`config.mk`:
```
export PLATFORM = sky130hd
export DESIGN_NAME = imem_program_loader_flat
export DESIGN_NICKNAME = d
export VERILOG_FILES = /design/src/rtl/imem_program_loader_pkg.sv /design/src/rtl/imem_program_loader_if.sv /design/src/rtl/imem_program_loader_byte_assembler.sv /design/src/rtl/imem_program_loader.sv /design/src/flat_wrapper.sv
export SDC_FILE = /design/constraint.sdc
export NUM_CORES = 1
export LEC_CHECK = 0
export CAP_MARGIN = 0
export CORE_ASPECT_RATIO = 1.4
export CORE_UTILIZATION = 45
export CTS_CLUSTER_SIZE = 16
export DETAILED_ROUTE_END_ITERATION = 6
export PLACE_DENSITY_LB_ADDON = 0.05
export SLEW_MARGIN = 20
export SYNTH_ARGS = -nofsm -noshare
export SYNTH_HDL_FRONTEND = slang
export SYNTH_SLANG_ARGS = --single-unit
```
`constraint.sdc`:
```
create_clock -name CLOCK -period 1.65 [get_ports CLOCK]
set_input_delay 0.2475 -clock CLOCK [delete_from_list [all_inputs] [get_ports CLOCK]]
set_output_delay 0.2475 -clock CLOCK [all_outputs]
set_load 0.05 [all_outputs]
```
`src/rtl/imem_program_loader_pkg.sv`:
```
// Shared types and widths for the instruction-memory program loader.
package imem_program_loader_pkg;

  localparam int BYTE_W     = 8;
  localparam int WORD_W     = 16;
  localparam int BANK_WORDS = 16;

  typedef enum logic [2:0] {
    IDLE  = 3'd0,
    RX_HI = 3'd1,
    RX_LO = 3'd2,
    WRITE = 3'd3,
    CHECK = 3'd4,
    DONE  = 3'd5,
    ERROR = 3'd6
  } state_e;

endpackage

```
`src/rtl/imem_program_loader_if.sv`:
```
// Byte-stream input, IMEM write port and status outputs of the loader.
interface imem_program_loader_if;
  import imem_program_loader_pkg::*;

  logic              START;
  logic              BYTE_VALID;
  logic [BYTE_W-1:0] BYTE_DATA;
  logic              BYTE_READY;
  logic [WORD_W-1:0] IMEM_DATA;
  logic [3:0]        WRITE_SELECT;
  logic              WRITE_ENABLE_LOW;
  logic              WRITE_ENABLE_HIGH;
  logic              CPU_HOLD;
  logic              LOAD_DONE;
  logic              LOAD_ERROR;
  logic [5:0]        WORD_COUNT;

  modport master (
    output START, BYTE_VALID, BYTE_DATA,
    input  BYTE_READY, IMEM_DATA, WRITE_SELECT, WRITE_ENABLE_LOW, WRITE_ENABLE_HIGH,
    input  CPU_HOLD, LOAD_DONE, LOAD_ERROR, WORD_COUNT
  );

  modport slave (
    input  START, BYTE_VALID, BYTE_DATA,
    output BYTE_READY, IMEM_DATA, WRITE_SELECT, WRITE_ENABLE_LOW, WRITE_ENABLE_HIGH,
    output CPU_HOLD, LOAD_DONE, LOAD_ERROR, WORD_COUNT
  );

endinterface

```
`src/rtl/imem_program_loader_byte_assembler.sv`:
```
// Builds a 16-bit word from a high/low byte pair and keeps a running XOR of every byte captured.
module imem_byte_assembler
  import imem_program_loader_pkg::*;
(
  input  logic              clk,
  input  logic              rst,
  input  logic              clear,
  input  logic              cap_hi,
  input  logic              cap_lo,
  input  logic [BYTE_W-1:0] byte_in,
  output logic [WORD_W-1:0] word,
  output logic [BYTE_W-1:0] csum
);

  logic [WORD_W-1:0] word_q, word_d;
  logic [BYTE_W-1:0] csum_q, csum_d;

  // Capture the addressed byte half and fold it into the checksum.
  always_comb begin
    word_d = word_q;
    csum_d = csum_q;
    if (clear) begin
      word_d = '0;
      csum_d = '0;
    end else if (cap_hi) begin
      word_d[WORD_W-1:BYTE_W] = byte_in;
      csum_d                  = csum_q ^ byte_in;
    end else if (cap_lo) begin
      word_d[BYTE_W-1:0] = byte_in;
      csum_d             = csum_q ^ byte_in;
    end
  end

  // Word and checksum registers.
  always_ff @(posedge clk) begin
    if (rst) begin
      word_q <= '0;
      csum_q <= '0;
    end else begin
      word_q <= word_d;
      csum_q <= csum_d;
    end
  end

  assign word = word_q;
  assign csum = csum_q;

endmodule

```
`src/rtl/imem_program_loader.sv`:
```
// Loads a program image from a byte stream into the two IMEM banks and checks its XOR checksum.
//  state | meaning
//  IDLE  | waiting for START, CPU free
//  RX_HI | waiting for high byte of current word
//  RX_LO | waiting for low byte of current word
//  WRITE | one-cycle strobe into the bank selected by addr msb
//  CHECK | waiting for checksum byte
//  DONE  | image loaded and checksum matched, CPU released
//  ERROR | checksum mismatch, CPU kept held
module imem_program_loader
  import imem_program_loader_pkg::*;
#(
  parameter int NUM_WORDS  = 32,
  parameter int ADDR_WIDTH = 5
) (
  input  logic CLOCK,
  input  logic RESET,
  imem_program_loader_if.slave bus
);

  localparam int SEL_W = $clog2(BANK_WORDS);
  localparam logic [ADDR_WIDTH-1:0] LAST_ADDR = ADDR_WIDTH'(NUM_WORDS - 1);

  state_e                state_q, state_d;
  logic [ADDR_WIDTH-1:0] addr_q, addr_d;
  logic [5:0]            count_q, count_d;
  logic                  ready_q, ready_d;
  logic                  we_lo_q, we_lo_d;
  logic                  we_hi_q, we_hi_d;
  logic                  hold_q, hold_d;
  logic                  done_q, done_d;
  logic                  err_q, err_d;

  logic                  clear, cap_hi, cap_lo, xfer;
  logic [WORD_W-1:0]     word;
  logic [BYTE_W-1:0]     csum;

  assign xfer = bus.BYTE_VALID & ready_q;

  imem_byte_assembler u_asm (
    .clk     (CLOCK),
    .rst     (RESET),
    .clear   (clear),
    .cap_hi  (cap_hi),
    .cap_lo  (cap_lo),
    .byte_in (bus.BYTE_DATA),
    .word    (word),
    .csum    (csum)
  );

  // Next state, address/count updates, and the registered output values for the next state.
  always_comb begin
    state_d = state_q;
    addr_d  = addr_q;
    count_d = count_q;
    clear   = 1'b0;
    cap_hi  = 1'b0;
    cap_lo  = 1'b0;
    unique case (state_q)
      IDLE, DONE, ERROR: begin
        if (bus.START) begin
          state_d = RX_HI;
          addr_d  = '0;
          count_d = '0;
          clear   = 1'b1;
        end
      end
      RX_HI: begin
        if (xfer) begin
          cap_hi  = 1'b1;
          state_d = RX_LO;
        end
      end
      RX_LO: begin
        if (xfer) begin
          cap_lo  = 1'b1;
          state_d = WRITE;
        end
      end
      WRITE: begin
        addr_d  = addr_q + 1'b1;
        count_d = count_q + 6'd1;
        state_d = (addr_q == LAST_ADDR) ? CHECK : RX_HI;
      end
      CHECK: begin
        if (xfer) state_d = (bus.BYTE_DATA == csum) ? DONE : ERROR;
      end
      default: state_d = IDLE;
    endcase

    // addr_d equals the write address whenever state_d is WRITE, since addr only moves on leaving WRITE.
    ready_d = (state_d == RX_HI) || (state_d == RX_LO) || (state_d == CHECK);
    we_lo_d = (state_d == WRITE) && !addr_d[ADDR_WIDTH-1];
    we_hi_d = (state_d == WRITE) &&  addr_d[ADDR_WIDTH-1];
    hold_d  = (state_d != IDLE) && (state_d != DONE);
    done_d  = (state_d == DONE);
    err_d   = (state_d == ERROR);
  end

  // State, counters and output registers.
  always_ff @(posedge CLOCK) begin
    if (RESET) begin
      state_q <= IDLE;
      addr_q  <= '0;
      count_q <= '0;
      ready_q <= 1'b0;
      we_lo_q <= 1'b0;
      we_hi_q <= 1'b0;
      hold_q  <= 1'b0;
      done_q  <= 1'b0;
      err_q   <= 1'b0;
    end else begin
      state_q <= state_d;
      addr_q  <= addr_d;
      count_q <= count_d;
      ready_q <= ready_d;
      we_lo_q <= we_lo_d;
      we_hi_q <= we_hi_d;
      hold_q  <= hold_d;
      done_q  <= done_d;
      err_q   <= err_d;
    end
  end

  assign bus.BYTE_READY        = ready_q;
  assign bus.IMEM_DATA         = word;
  assign bus.WRITE_SELECT      = addr_q[SEL_W-1:0];
  assign bus.WRITE_ENABLE_LOW  = we_lo_q;
  assign bus.WRITE_ENABLE_HIGH = we_hi_q;
  assign bus.CPU_HOLD          = hold_q;
  assign bus.LOAD_DONE         = done_q;
  assign bus.LOAD_ERROR        = err_q;
  assign bus.WORD_COUNT        = count_q;

endmodule

```
`src/flat_wrapper.sv`:
```
// flat-port wrapper written by rule: the top's interface ports become plain ports
module imem_program_loader_flat import imem_program_loader_pkg::*;
#(
  parameter int NUM_WORDS  = 32,
  parameter int ADDR_WIDTH = 5
)
  (CLOCK, RESET, bus_START, bus_BYTE_VALID, bus_BYTE_DATA, bus_BYTE_READY, bus_IMEM_DATA, bus_WRITE_SELECT, bus_WRITE_ENABLE_LOW, bus_WRITE_ENABLE_HIGH, bus_CPU_HOLD, bus_LOAD_DONE, bus_LOAD_ERROR, bus_WORD_COUNT);
  imem_program_loader_if bus_i ();
  input  logic CLOCK;
  input  logic RESET;
  input wire logic [$bits(bus_i.START)-1:0] bus_START;
  input wire logic [$bits(bus_i.BYTE_VALID)-1:0] bus_BYTE_VALID;
  input wire logic [$bits(bus_i.BYTE_DATA)-1:0] bus_BYTE_DATA;
  output wire logic [$bits(bus_i.BYTE_READY)-1:0] bus_BYTE_READY;
  output wire logic [$bits(bus_i.IMEM_DATA)-1:0] bus_IMEM_DATA;
  output wire logic [$bits(bus_i.WRITE_SELECT)-1:0] bus_WRITE_SELECT;
  output wire logic [$bits(bus_i.WRITE_ENABLE_LOW)-1:0] bus_WRITE_ENABLE_LOW;
  output wire logic [$bits(bus_i.WRITE_ENABLE_HIGH)-1:0] bus_WRITE_ENABLE_HIGH;
  output wire logic [$bits(bus_i.CPU_HOLD)-1:0] bus_CPU_HOLD;
  output wire logic [$bits(bus_i.LOAD_DONE)-1:0] bus_LOAD_DONE;
  output wire logic [$bits(bus_i.LOAD_ERROR)-1:0] bus_LOAD_ERROR;
  output wire logic [$bits(bus_i.WORD_COUNT)-1:0] bus_WORD_COUNT;
  assign bus_i.START = bus_START;
  assign bus_i.BYTE_VALID = bus_BYTE_VALID;
  assign bus_i.BYTE_DATA = bus_BYTE_DATA;
  assign bus_BYTE_READY = bus_i.BYTE_READY;
  assign bus_IMEM_DATA = bus_i.IMEM_DATA;
  assign bus_WRITE_SELECT = bus_i.WRITE_SELECT;
  assign bus_WRITE_ENABLE_LOW = bus_i.WRITE_ENABLE_LOW;
  assign bus_WRITE_ENABLE_HIGH = bus_i.WRITE_ENABLE_HIGH;
  assign bus_CPU_HOLD = bus_i.CPU_HOLD;
  assign bus_LOAD_DONE = bus_i.LOAD_DONE;
  assign bus_LOAD_ERROR = bus_i.LOAD_ERROR;
  assign bus_WORD_COUNT = bus_i.WORD_COUNT;
  imem_program_loader #(.NUM_WORDS(NUM_WORDS), .ADDR_WIDTH(ADDR_WIDTH)) u_core (.CLOCK(CLOCK), .RESET(RESET), .bus(bus_i));
endmodule
```
Word-level counts from Yosys, hierarchy flattened
Cells that the tools add are included.
- flip-flop bits (word level): 44
- bits of input ports: 12
- output and inout port bits: 32
- word-level logic and storage cells: 66
- $add $sub $neg: 2
- eq/ne operators: 16
- muxes and demuxes: 18
- bitwise operators: 3
- reductions and logical operators: 14
- operator list (cell ; number):
    $eq 3x3->1 const B ; 6
    $mux 8 ; 2
    $mux 3 ; 5
    $pmux 3 s5 ; 1
    $eq 3x2->1 const B ; 4
    $pmux 6 s2 ; 1
    $pmux 5 s2 ; 1
    $eq 8x8->1 ; 1
    $xor 8x8->8 ; 1
    $add 6x1->6 const B ; 1
    $eq 3x1->1 const B ; 2
    $mux 6 ; 1
    $add 5x1->5 const B ; 1
    $eq 5x5->1 const B ; 1
    $mux 1 ; 5
    $mux 5 ; 1
    $reduce_and 2->1 ; 2
    $reduce_bool 2->1 ; 2
    $logic_and 1x1->1 ; 3
    $logic_not 3->1 ; 1
    $ne 3x3->1 const B ; 1
    $reduce_bool 3->1 ; 1
    $reduce_or 3->1 ; 1
    $logic_or 1x1->1 ; 2
    6 further kinds ; 6

Longest topological paths before layout
- word-level depth: 7
- depth in mapped cells: 9
- mapped depth without buffers: 9

Cells and area by module
From an unflattened synthesis, not the netlist that was laid out.
- cell total of the unflattened synthesis: 233
- area, all modules: 2049.5 um^2
- by module, submodules not included (module ; instances ; cells each ; area each (um^2) ; seq. area each (um^2)):
    imem_program_loader ; 1 ; 135 ; 1133.6 ; 400.4
    imem_byte_assembler ; 1 ; 98 ; 915.9 ; 480.5

Worst setup path before layout
No wires, ideal clock.
- kind: reg2reg
- start: register u_core.ready_q (netlist: u_core.bus.BYTE_READY)
- end: register u_core.hold_q (netlist: u_core.bus.CPU_HOLD)
- setup time: 0.131 ns
- arrival: 1.817 ns
- required time: 1.519 ns
- setup slack: -0.298 ns
- stages on the path, launching flop included: 7
- path buffers: 0
- period minus slack after synthesis: 1.948 ns
- cell sequence: dfxtp_1 nand2_2 nor4_1 nand4_1 o31a_4 xnor2_1 a21oi_1
- cells in the longest elaborated chain, start to end: 5
- elaborated cells between the ends (all ways): 8
- classes of those cells: eq/ne (1); mux (4); bitwise (1); reduce/logical (2)
- RTL lines (element ; line ; RTL):
    start, declared ; imem_program_loader.sv:27 ; logic ready_q, ready_d;
    start signal, assigned ; imem_program_loader.sv:116 ; ready_q <= ready_d;
    $and 1x1->1 * ; imem_program_loader.sv:38 ; assign xfer = bus.BYTE_VALID & ready_q;
    $mux 3 (on tied branches) ; imem_program_loader.sv:86, imem_program_loader.sv:69, imem_program_loader.sv:75 ;
    $pmux 3 s5 * ; imem_program_loader.sv:59 ; unique case (state_q)
    $ne 3x3->1 / $reduce_bool 3->1 (equally long branches) ; imem_program_loader.sv:95 ; hold_d = (state_d != IDLE) && (state_d != DONE);
    $logic_and 1x1->1 * ; imem_program_loader.sv:95 ;
    end signal, assigned ; imem_program_loader.sv:119 ; hold_q <= hold_d;
    end, declared ; imem_program_loader.sv:30 ; logic hold_q, hold_d;
Mark *: on every way between the ends. The rest lies on a longest branch, timed or not.
A chain may end at the register's enable or synchronous reset.

Worst setup path after layout
- start: register u_core.addr_q[1]
- end: register u_core.hold_q (netlist: u_core.bus.CPU_HOLD)
- cells in the longest elaborated chain, start to end: 5
- elaborated cells between the ends (all ways): 6
- classes of those cells: eq/ne (2); mux (2); reduce/logical (2)
- RTL lines (element ; line ; RTL):
    start, declared ; imem_program_loader.sv:25 ; logic [ADDR_WIDTH-1:0] addr_q, addr_d;
    start signal, assigned ; imem_program_loader.sv:114 ; addr_q <= addr_d;
    $eq 5x5->1 * ; imem_program_loader.sv:83 ; state_d = (addr_q == LAST_ADDR) ? CHECK : RX_HI;
    $mux 3 * ; imem_program_loader.sv:83 ;
    $pmux 3 s5 * ; imem_program_loader.sv:59 ;
    $ne 3x3->1 / $reduce_bool 3->1 (equally long branches) ; imem_program_loader.sv:95 ;
    $logic_and 1x1->1 * ; imem_program_loader.sv:95 ;
Marked as above.

==> insert_results.sql <==
INSERT INTO impl_metrics (metric_group, metric, value, unit) VALUES
('outcome', 'status', 'completed', ''),
('route', 'number_of_detailed_route_iterations_in_the_first_pass', '4', ''),
('worst_setup_path', 'highest_cell_delay_on_the_worst_timing_path', '360', 'ps'),
('synthesis', 'synth_top_family_by_area', 'simple AND/OR/NAND/NOR gates', ''),
('route', 'number_of_design_rule_violations_left_by_the_first_detailed_router_iteration', '63', ''),
('sta', 'maxSlewViolCount', '0', ''),
('route', 'finalWirelength', '4222', 'µm'),
('synthesis', 'synth.most_common_cell', 'dfxtp_1', ''),
('worst_setup_path', 'rr_worst_depth', '9', ''),
('power', 'leakagePower', '1.149', 'nW'),
('placed_design', 'place.detailed.instances', '340', ''),
('synthesis', 'synth-seq-cells', '44', ''),
('synthesis', 'synth.top_cell.area_share', '44.03', '%'),
('synthesis', 'synthesis.instances', '224', ''),
('power', 'pwr_dens', '743.8', 'mW/mm²'),
('sta', 'final.setup.tns', '0', 'ps'),
('layout', 'final_cell_count_no_fill', '354', ''),
('worst_setup_path', 'rr_startpoint', 'u_core.addr_q[1]$_SDFFE_PP0P_', ''),
('worst_setup_path', 'critPathMaxFanout', '5', ''),
('sta', 'maxSlewHeadroom', '77.83', '%'),
('global_route', 'grt.total_usage', '19.14', '%'),
('floorplanning', 'chipHeight', '80.90', 'µm'),
('floorplanning', 'design.die.area', '0.004721', 'mm²'),
('route', 'average_wire_per_cell_in_the_routed_design', '11.93', 'µm'),
('floorplanning', 'core.rowCount', '28', ''),
('cts', 'insertion_delay', '290', 'ps'),
('global_route', 'maximum_number_of_pins_on_one_net_before_global_route_repair', '25', ''),
('floorplanning', 'start_util', '47.20', '%'),
('layout', 'final_nets', '308', ''),
('layout', 'antenna-diode-count', '0', ''),
('placed_design', 'globalplace.congestion', '0.7669', ''),
('global_route', 'grt_first_pass_wirelength', '6969', 'µm'),
('run', 'maxCapViolCount', '0', ''),
('synthesis', 'synthTopCellsByArea', 'dfxtp_1 (44%), xor2_1 (6.1%), nor2_1 (6.0%)', ''),
('worst_setup_path', 'cpMostUsedCell', 'ha_4', ''),
('route', 'via_count', '1719', ''),
('worst_setup_path', 'cp-startpoint', 'u_core.addr_q[1]$_SDFFE_PP0P_', ''),
('placed_design', 'detailedPlacementHpwl', '3135', 'µm'),
('sta', 'final_min_period_over_clock_period', '97.17', '%'),
('worst_setup_path', 'worst_path_max_delay_cell', 'dfxtp_2', ''),
('worst_setup_path', 'r2r_end', 'u_core.bus.CPU_HOLD$_SDFF_PP0_', ''),
('synthesis', 'synth_flop_cell', 'dfxtp_1', ''),
('synthesis', 'synth_xor_area_share', '7.442', '%'),
('floorplanning', 'die_width', '58.36', 'µm'),
('cts', 'cts-root-to-sink-buffers', '2', ''),
('floorplanning', 'pin_count', '44', ''),
('power', 'worst_ir_drop_vdd', '0.6616', 'mV'),
('worst_setup_path', 'required', '1830', 'ps'),
('worst_hold_path', 'worst_hold_path_type', 'register to register', ''),
('sta', 'fmax', '623.7', 'MHz'),
('synthesis', 'ys_async_sr_fraction', '0', '%'),
('worst_hold_path', 'min_delay_worst_endpoint', 'u_core.u_asm.word[1]$_SDFFE_PP0P_', ''),
('synthesis', 'mappedNetlistArea', '0.002001', 'mm²'),
('sta', 'rsz0062_at_grt', 'true', ''),
('cts', 'htreeDepth', '2', ''),
('worst_setup_path', 'cpLargestDelayFamily', 'compound AO/OA/AOI/OAI gates', ''),
('global_route', 'number_of_antenna_violations_at_the_first_check_in_global_routing', '0', ''),
('worst_setup_path', 'regToRegSetupSlack', '50', 'ps'),
('worst_setup_path', 'setup.worst_path.end_class', 'register', ''),
('route', 'detail_route.vias_per_cell', '4.856', ''),
('global_route', 'grt.overflow.total', '0', ''),
('cts', 'cts_tree', 'yes', ''),
('synthesis', 'synth_compound_gate_area_share', '12.45', '%'),
('synthesis', 'number_of_enable_flip_flop_cells_after_synthesis', '0', ''),
('layout', 'finalInstanceArea', '0.002771', 'mm²'),
('synthesis', 'synthesized_area_fraction_occupied_by_adder_cells', '2.376', '%'),
('global_route', 'grt_pass1_vias', '1598', ''),
('worst_setup_path', 'critical_path.n_buffers_inverters', '0', ''),
('synthesis', 'synth_sequential_area_ratio', '44.03', '%'),
('worst_setup_path', 'start_kind', 'register', ''),
('sta', 'timing.final.setup_violations', '0', '');
[repair_timing]
action,CTS,global route
setup buffers,5,1
pin swaps,8,5
gates resized for setup,15,7
setup endpoints to repair,3,15
[registers in the layout, summed over array words and instances (netlist names)]
name and flops:
u_core.u_asm.word 16, u_core.u_asm.csum 8, u_core.bus.WORD_COUNT 6, u_core.addr_q 5, u_core.state_q 3, u_core.bus.BYTE_READY 1, u_core.bus.CPU_HOLD 1, u_core.bus.LOAD_DONE 1
u_core.bus.LOAD_ERROR 1, u_core.bus.WRITE_ENABLE_HIGH 1, u_core.bus.WRITE_ENABLE_LOW 1
[how the worst max path moves through the flow]
stage	depth (start not counted)	endpoint
2_1_floorplan	9	u_core.bus.CPU_HOLD$_SDFF_PP0_
3_3_place_gp	7	u_core.bus.CPU_HOLD$_SDFF_PP0_
3_5_place_dp	7	u_core.bus.CPU_HOLD$_SDFF_PP0_
4_1_cts	6	u_core.bus.CPU_HOLD$_SDFF_PP0_
5_1_grt	6	u_core.bus.BYTE_READY$_SDFF_PP0_
6_report	9	u_core.bus.CPU_HOLD$_SDFF_PP0_
[cell usage in the layout (no fill, tap or decap), types with 3 or more instances in the layout]
cell and instances:
buf_4 66, dfxtp_1 36, nor2_1 32, nand2_1 26
a21oi_1 17, xor2_1 14, mux2i_1 9, clkdlybuf4s50_1 7
dfxtp_2 7, o21ai_0 6, clkbuf_8 6, and3_1 4
dlygate4sd2_1 4, nand3_1 3, nand3b_1 3
[metrics by stage]
| stage | total power, W | setup WS (ps) | utilization, % |
|---|---|---|---|
| global route | 0.002154 | -12.69 | 65.38 |
| CTS | 0.002089 | 0.6495 | 64.70 |
| finish | 0.002061 | 46.77 | 65.38 |
| detailed placement | 0.001383 | -411.8 | 60.51 |
| global placement | 0.001382 | -358.8 | 60.51 |
| floorplan | 0.001266 | 6.417 | - |
[worst register-to-register path: cells and delay by family, from the launching register on]
family | cells | cell delay [ps]
simple gates | 1 | 190
fa+ha+maj | 2 | 270
compound gates | 5 | 570
flops | 1 | 360
xor+xnor | 1 | 120
[layer usage]
metal | wire (µm) | global-route usage, %
met1 | 1780 | 21.34
met2 | 2268 | 36.21
met3 | 121 | 3.503
met4 | 51 | 5.714
met5 | 0 | 0
[power by group]
part	internal, W	leakage, nW	switching, W
sequential	0.00108	0.359	0.0000143
combinational	0.000136	0.746	0.000142
clock	0.000340	0.0445	0.000352
[area by class of cell]
| class | instances | area [µm²] |
|---|---|---|
| Fill cell | 388 | 1468 |
| Multi-Input combinational cell | 161 | 1061 |
| Sequential cell | 44 | 893.4 |
| Timing Repair Buffer | 79 | 640.6 |
| Clock buffer | 7 | 86.33 |
| Tap cell | 60 | 75.07 |
| Clock inverter | 1 | 7.507 |
| Inverter | 2 | 7.507 |
[cell families (layout without fill, tap and decap cells)]
kind of cell,Yosys count,in the layout
AND/OR/NAND/NOR,93,93
adder cells (fa/ha/maj),4,4
buffers and inverters,19,89
AO/OA/AOI/OAI,38,38
flip-flops,44,44
XOR/XNOR,17,17
multiplexers,9,9
Power figures use the tool's default switching activity.
